==> config.mk <==
export PLATFORM = sky130hd
export DESIGN_NAME = alu_arbiter_flat
export DESIGN_NICKNAME = d
export VERILOG_FILES = /design/src/rtl/alu_arbiter_if.sv /design/src/rtl/alu_arbiter.sv /design/src/flat_wrapper.sv
export SDC_FILE = /design/constraint.sdc
export NUM_CORES = 1
export LEC_CHECK = 0
export CAP_MARGIN = 5
export CORE_AREA = 3 3 63 50
export CTS_CLUSTER_SIZE = 14
export DETAILED_ROUTE_END_ITERATION = 10
export DIE_AREA = 0 0 66 53
export PLACE_DENSITY = 0.76
export RECOVER_POWER = 50
export SLEW_MARGIN = 20
export SYNTH_ARGS = -nofsm -noshare
export SYNTH_HDL_FRONTEND = slang
export SYNTH_SLANG_ARGS = --single-unit
==> constraint.sdc <==
create_clock -name clk -period 1.9 [get_ports clk]
set_clock_uncertainty 0.05 [all_clocks]
set_input_delay 0.475 -clock clk [delete_from_list [all_inputs] [get_ports clk]]
set_output_delay 0.475 -clock clk [all_outputs]
set_load 0.005 [all_outputs]
==> src/rtl/alu_arbiter_if.sv <==
// Bundle of requester, ALU and response signals for the two-master ALU arbiter.
// The slave modport is the arbiter's view. The master modport is the view of the requesters and the ALU.
interface alu_arbiter_if #(parameter int WIDTH = 4);
  logic             req0_valid;
  logic             req0_ready;
  logic [WIDTH-1:0] req0_a;
  logic [WIDTH-1:0] req0_b;
  logic [1:0]       req0_op;
  logic             req1_valid;
  logic             req1_ready;
  logic [WIDTH-1:0] req1_a;
  logic [WIDTH-1:0] req1_b;
  logic [1:0]       req1_op;
  logic [WIDTH-1:0] alu_a;
  logic [WIDTH-1:0] alu_b;
  logic [1:0]       alu_op;
  logic [WIDTH-1:0] alu_r;
  logic             alu_cf;
  logic             rsp0_valid;
  logic             rsp1_valid;
  logic             rsp0_ready;
  logic             rsp1_ready;
  logic [WIDTH-1:0] rsp_r;
  logic             rsp_cf;
  logic             busy;

  modport slave (
    input  req0_valid, req0_a, req0_b, req0_op,
    input  req1_valid, req1_a, req1_b, req1_op,
    input  alu_r, alu_cf, rsp0_ready, rsp1_ready,
    output req0_ready, req1_ready, alu_a, alu_b, alu_op,
    output rsp0_valid, rsp1_valid, rsp_r, rsp_cf, busy
  );

  modport master (
    output req0_valid, req0_a, req0_b, req0_op,
    output req1_valid, req1_a, req1_b, req1_op,
    output alu_r, alu_cf, rsp0_ready, rsp1_ready,
    input  req0_ready, req1_ready, alu_a, alu_b, alu_op,
    input  rsp0_valid, rsp1_valid, rsp_r, rsp_cf, busy
  );
endinterface

==> src/rtl/alu_arbiter.sv <==
// Round-robin arbiter that shares one external combinational ALU between two requesters.
// It registers the operands onto the ALU and holds each result until its owner accepts it.
module alu_arbiter #(
  parameter int WIDTH = 4
) (
  input  logic          clk,
  input  logic          rst,
  alu_arbiter_if.slave  bus
);
  // state | meaning
  // IDLE  | combinational grant, waiting for a request handshake
  // EXEC  | operands registered on the ALU, result settling
  // RESP  | result held for the owner until its rsp_ready
  typedef enum logic [1:0] {IDLE = 2'd0, EXEC = 2'd1, RESP = 2'd2} state_t;

  state_t state, state_nxt;
  logic   owner;
  logic   last_grant;
  logic   grant0, grant1;
  logic   accept;
  logic   rsp_accept;

  always_comb begin
    state_nxt      = state;
    grant0         = 1'b0;
    grant1         = 1'b0;
    accept         = 1'b0;
    rsp_accept     = 1'b0;
    bus.req0_ready = 1'b0;
    bus.req1_ready = 1'b0;
    bus.busy       = (state != IDLE);
    // On a tie, the requester that was not served last wins.
    grant0 = bus.req0_valid && (!bus.req1_valid || last_grant);
    grant1 = bus.req1_valid && (!bus.req0_valid || !last_grant);
    unique case (state)
      IDLE: begin
        bus.req0_ready = grant0;
        bus.req1_ready = grant1;
        accept         = grant0 || grant1;
        if (accept) state_nxt = EXEC;
      end
      EXEC: state_nxt = RESP;
      RESP: begin
        rsp_accept = owner ? bus.rsp1_ready : bus.rsp0_ready;
        if (rsp_accept) state_nxt = IDLE;
      end
      default: state_nxt = IDLE;
    endcase
  end

  always_ff @(posedge clk or posedge rst) begin
    if (rst) state <= IDLE;
    else     state <= state_nxt;
  end

  always_ff @(posedge clk or posedge rst) begin
    if (rst) begin
      bus.alu_a      <= '0;
      bus.alu_b      <= '0;
      bus.alu_op     <= '0;
      bus.rsp_r      <= '0;
      bus.rsp_cf     <= 1'b0;
      bus.rsp0_valid <= 1'b0;
      bus.rsp1_valid <= 1'b0;
      owner          <= 1'b0;
      last_grant     <= 1'b1;
    end else begin
      if (accept) begin
        owner      <= grant1;
        last_grant <= grant1;
        bus.alu_a  <= grant1 ? bus.req1_a  : bus.req0_a;
        bus.alu_b  <= grant1 ? bus.req1_b  : bus.req0_b;
        bus.alu_op <= grant1 ? bus.req1_op : bus.req0_op;
      end
      if (state == EXEC) begin
        bus.rsp_r      <= bus.alu_r;
        bus.rsp_cf     <= bus.alu_cf;
        bus.rsp0_valid <= !owner;
        bus.rsp1_valid <= owner;
      end
      if (rsp_accept) begin
        bus.rsp0_valid <= 1'b0;
        bus.rsp1_valid <= 1'b0;
      end
    end
  end
endmodule
==> src/flat_wrapper.sv <==
// flat-port wrapper written by rule: the top's interface ports become plain ports
module alu_arbiter_flat 
#(
  parameter int WIDTH = 4
)
  (clk, rst, bus_req0_valid, bus_req0_a, bus_req0_b, bus_req0_op, bus_req1_valid, bus_req1_a, bus_req1_b, bus_req1_op, bus_alu_r, bus_alu_cf, bus_rsp0_ready, bus_rsp1_ready, bus_req0_ready, bus_req1_ready, bus_alu_a, bus_alu_b, bus_alu_op, bus_rsp0_valid, bus_rsp1_valid, bus_rsp_r, bus_rsp_cf, bus_busy);
  alu_arbiter_if #(.WIDTH(WIDTH)) bus_i ();
  input  logic clk;
  input  logic rst;
  input wire logic [$bits(bus_i.req0_valid)-1:0] bus_req0_valid;
  input wire logic [$bits(bus_i.req0_a)-1:0] bus_req0_a;
  input wire logic [$bits(bus_i.req0_b)-1:0] bus_req0_b;
  input wire logic [$bits(bus_i.req0_op)-1:0] bus_req0_op;
  input wire logic [$bits(bus_i.req1_valid)-1:0] bus_req1_valid;
  input wire logic [$bits(bus_i.req1_a)-1:0] bus_req1_a;
  input wire logic [$bits(bus_i.req1_b)-1:0] bus_req1_b;
  input wire logic [$bits(bus_i.req1_op)-1:0] bus_req1_op;
  input wire logic [$bits(bus_i.alu_r)-1:0] bus_alu_r;
  input wire logic [$bits(bus_i.alu_cf)-1:0] bus_alu_cf;
  input wire logic [$bits(bus_i.rsp0_ready)-1:0] bus_rsp0_ready;
  input wire logic [$bits(bus_i.rsp1_ready)-1:0] bus_rsp1_ready;
  output wire logic [$bits(bus_i.req0_ready)-1:0] bus_req0_ready;
  output wire logic [$bits(bus_i.req1_ready)-1:0] bus_req1_ready;
  output wire logic [$bits(bus_i.alu_a)-1:0] bus_alu_a;
  output wire logic [$bits(bus_i.alu_b)-1:0] bus_alu_b;
  output wire logic [$bits(bus_i.alu_op)-1:0] bus_alu_op;
  output wire logic [$bits(bus_i.rsp0_valid)-1:0] bus_rsp0_valid;
  output wire logic [$bits(bus_i.rsp1_valid)-1:0] bus_rsp1_valid;
  output wire logic [$bits(bus_i.rsp_r)-1:0] bus_rsp_r;
  output wire logic [$bits(bus_i.rsp_cf)-1:0] bus_rsp_cf;
  output wire logic [$bits(bus_i.busy)-1:0] bus_busy;
  assign bus_i.req0_valid = bus_req0_valid;
  assign bus_i.req0_a = bus_req0_a;
  assign bus_i.req0_b = bus_req0_b;
  assign bus_i.req0_op = bus_req0_op;
  assign bus_i.req1_valid = bus_req1_valid;
  assign bus_i.req1_a = bus_req1_a;
  assign bus_i.req1_b = bus_req1_b;
  assign bus_i.req1_op = bus_req1_op;
  assign bus_i.alu_r = bus_alu_r;
  assign bus_i.alu_cf = bus_alu_cf;
  assign bus_i.rsp0_ready = bus_rsp0_ready;
  assign bus_i.rsp1_ready = bus_rsp1_ready;
  assign bus_req0_ready = bus_i.req0_ready;
  assign bus_req1_ready = bus_i.req1_ready;
  assign bus_alu_a = bus_i.alu_a;
  assign bus_alu_b = bus_i.alu_b;
  assign bus_alu_op = bus_i.alu_op;
  assign bus_rsp0_valid = bus_i.rsp0_valid;
  assign bus_rsp1_valid = bus_i.rsp1_valid;
  assign bus_rsp_r = bus_i.rsp_r;
  assign bus_rsp_cf = bus_i.rsp_cf;
  assign bus_busy = bus_i.busy;
  alu_arbiter #(.WIDTH(WIDTH)) u_core (.clk(clk), .rst(rst), .bus(bus_i));
endmodule
==> metrics.txt <==
Max Cap Violations 0; Syn Inst Count 71; Clock Tree Buf Depth 2; diodes inserted 0; Syn-to-layout area delta 66.50%; synthesized flop and latch total 21; clk slew on worst S/H paths 110 ps; CTS tree done; Seq pwr share 35.5%; final hold violations 0; global-route wire length before repair 3670 microns; Setup-failing EPs final 0; worst hold slack 461.9 ps; # nets final 168; synth top area cells dfrtp_1 (51%), mux2_2 (19%), mux2_4 (14%); vias in the first global route 782; commonest cells after routing, fill and taps aside clkdlybuf4s50_1 (45), dfrtp_1 (20), mux2_2 (17); crit-path max FO 2; Routed WL 2417 microns; row cnt 16; P_leak 0.7384 nW; post-route antenna net violation count 0; switch share 29.38%; Hold Buf Count CTS 0; outcome finished, final reports clean; PD cells 1379 nW/um^2; Synth cell types 20; root buf cell clkbuf_4; Synth Cell Area 989.7 sq um; syn nets 102; CP required 1370 ps; fmax 0.5361 GHz; Gate power share 55.3%; initial core utilization 38.32%; largest net degree at the start of global routing 22; Final min period 1865 ps; CTS Sinks 21; largest area contributor in the synthesized netlist dfrtp_1; post-route setup slack 34.56 ps; Clock Latency Late Sink 290 ps; Worst-Margin Slew 1088 ps; vias per cell 4.541; Core Util, Final 63.81%; initial antenna violation count 0; vias 781; Slew Viols, Final 0; Psw 0.0006677 W; core area 2582 sq um; gr usage total 14.23%; dpl hpwl 1813 microns; Critical Path End Type primary output; DRT Pass-1 Iters 4; maximum vdd ir drop 0.6738 mV; Iter 0 DRT Violations 24; Port Buffers 50; total gr overflow 0; Hold Crit Class register to register; gpl congestion 0.7043; routed len/inst 14.05 microns; slew margin rel. 27.47%; Clk pwr share 9.1%; final period utilization 98.18%; # DRC 0; synthesized area per cell 13.94 sq um; CP arrival 1340 ps; register area share after synthesis 53.22%; # IOs 51; width of the die 66 microns; post-synth top area share 50.57%; CTS Buf Count 3; Worst Setup Path Type register to primary output; number of synthesis warnings 0; Die ar. 3498 sq um; Die Ht 53 microns; Int Pwr 0.001605 W; commonest non-fill, non-tap cell in the layout clkdlybuf4s50_1; pre-CTS setup slack -587.0 ps; layout cells sized above 1 36.03%; startpoint class of the critical path register; htree depth 1
## metal layers
layer	global-route usage, %	share of wire, %	routed length, microns
met1	17.37	42	1013
met5	0	0	0
met2	24.96	52	1267
met4	3.041	0	0
met3	4.246	5.6	136
## timing repair
item / CTS / global route
endpoints found under the setup margin: 3 / 1
pin swaps: 4 / 2
buffers inserted: 5 / 1
gates resized for setup: 12 / 5
cloned: 0 / 0
## Yosys cell counts
master and instances:
inv_1 4, o21ai_0 2, a21oi_1 1, nor2b_1 2
mux2_4 9, buf_2 1, dfrtp_1 20, clkbuf_1 1
nor2_1 3, nor3b_1 1, a22o_1 1, a21bo_2 1
dfstp_2 1, mux2_2 17, a21o_1 1, a211oi_1 1
nor3_1 1, buf_6 1, nand2_1 1, nand2b_1 2
## path summary, 6_finish.rpt
| kind | slack, ps | startpoint | cells past startpoint | end |
|---|---|---|---|---|
| max in group asynchronous | 390 | rst | 3 | u_core.bus.rsp_r[2]$_DFFE_PP0N_ |
| worst min register to register | 460 | u_core.bus.alu_b[2]$_DFFE_PP0P_ | 1 | u_core.bus.alu_b[2]$_DFFE_PP0P_ |
| min in group asynchronous | 760 | rst | 3 | u_core.bus.rsp1_valid$_DFFE_PP0P_ |
| worst min-delay path | 460 | u_core.bus.alu_b[2]$_DFFE_PP0P_ | 1 | u_core.bus.alu_b[2]$_DFFE_PP0P_ |
| worst max register to register | 190 | u_core.last_grant$_DFFE_PP1P_ | 4 | u_core.bus.alu_a[1]$_DFFE_PP0P_ |
| worst max-delay path | 30 | u_core.state[1]$_DFFE_PP0P_ | 6 | bus_req0_ready |
## power groups by stage
stage | clock network, W | registers [W] | logic, W
floorplan | 0 | 0.000824 | 0.000504
global placement | 0 | 0.000813 | 0.00112
detailed placement | 0 | 0.000827 | 0.00115
CTS | 0.000217 | 0.000804 | 0.00123
global route | 0.000234 | 0.000833 | 0.00136
finish | 0.000207 | 0.000808 | 0.00126
## state kept, by name (all words and copies together) (netlist names)
signal / count
u_core.state: 2
u_core.bus.alu_b: 4
u_core.bus.rsp_r: 4
u_core.bus.alu_a: 4
u_core.owner: 1
u_core.last_grant: 1
u_core.bus.rsp0_valid: 1
u_core.bus.rsp1_valid: 1
u_core.bus.rsp_cf: 1
u_core.bus.alu_op: 2
## kinds of logic after synthesis
kind of cell           Yosys count  synth area share [%]
buffers and inverters            7                 3.538
AOI/OAI and AO/OA                7                 4.931
muxes                           26                 33.00
DFF                             21                 53.22
and+or+nand+nor                 10                 5.309
## critical path, cell delays in order, from the launching register on
cell	delay, ps
dfrtp_1	410
nor2_2	140
buf_4	120
buf_4	110
nand2_4	50
nor2_4	90
buf_2	110
## per-stage QoR
step	TNS, ps	area [sq um]	total power (W)	std cells
after global routing	-90.68	1648	0.002427	172
after floorplan	0	989.7	0.001328	71
final	0	1648	0.002273	172
after detailed placement	-3629	1575	0.001975	162
after CTS	0	1630	0.002250	171
after global placement	-3050	1575	0.001933	162
## layout make-up
type                       count  area (sq um)
fill                         212         934.6
timing repair buffer          64         584.3
sequential                    21         526.8
multi-input combinational     43         450.4
tap                           36         45.04
clock buffer                   4         26.28
inverter                       4         15.01
(Power assumes the default switching activity.)
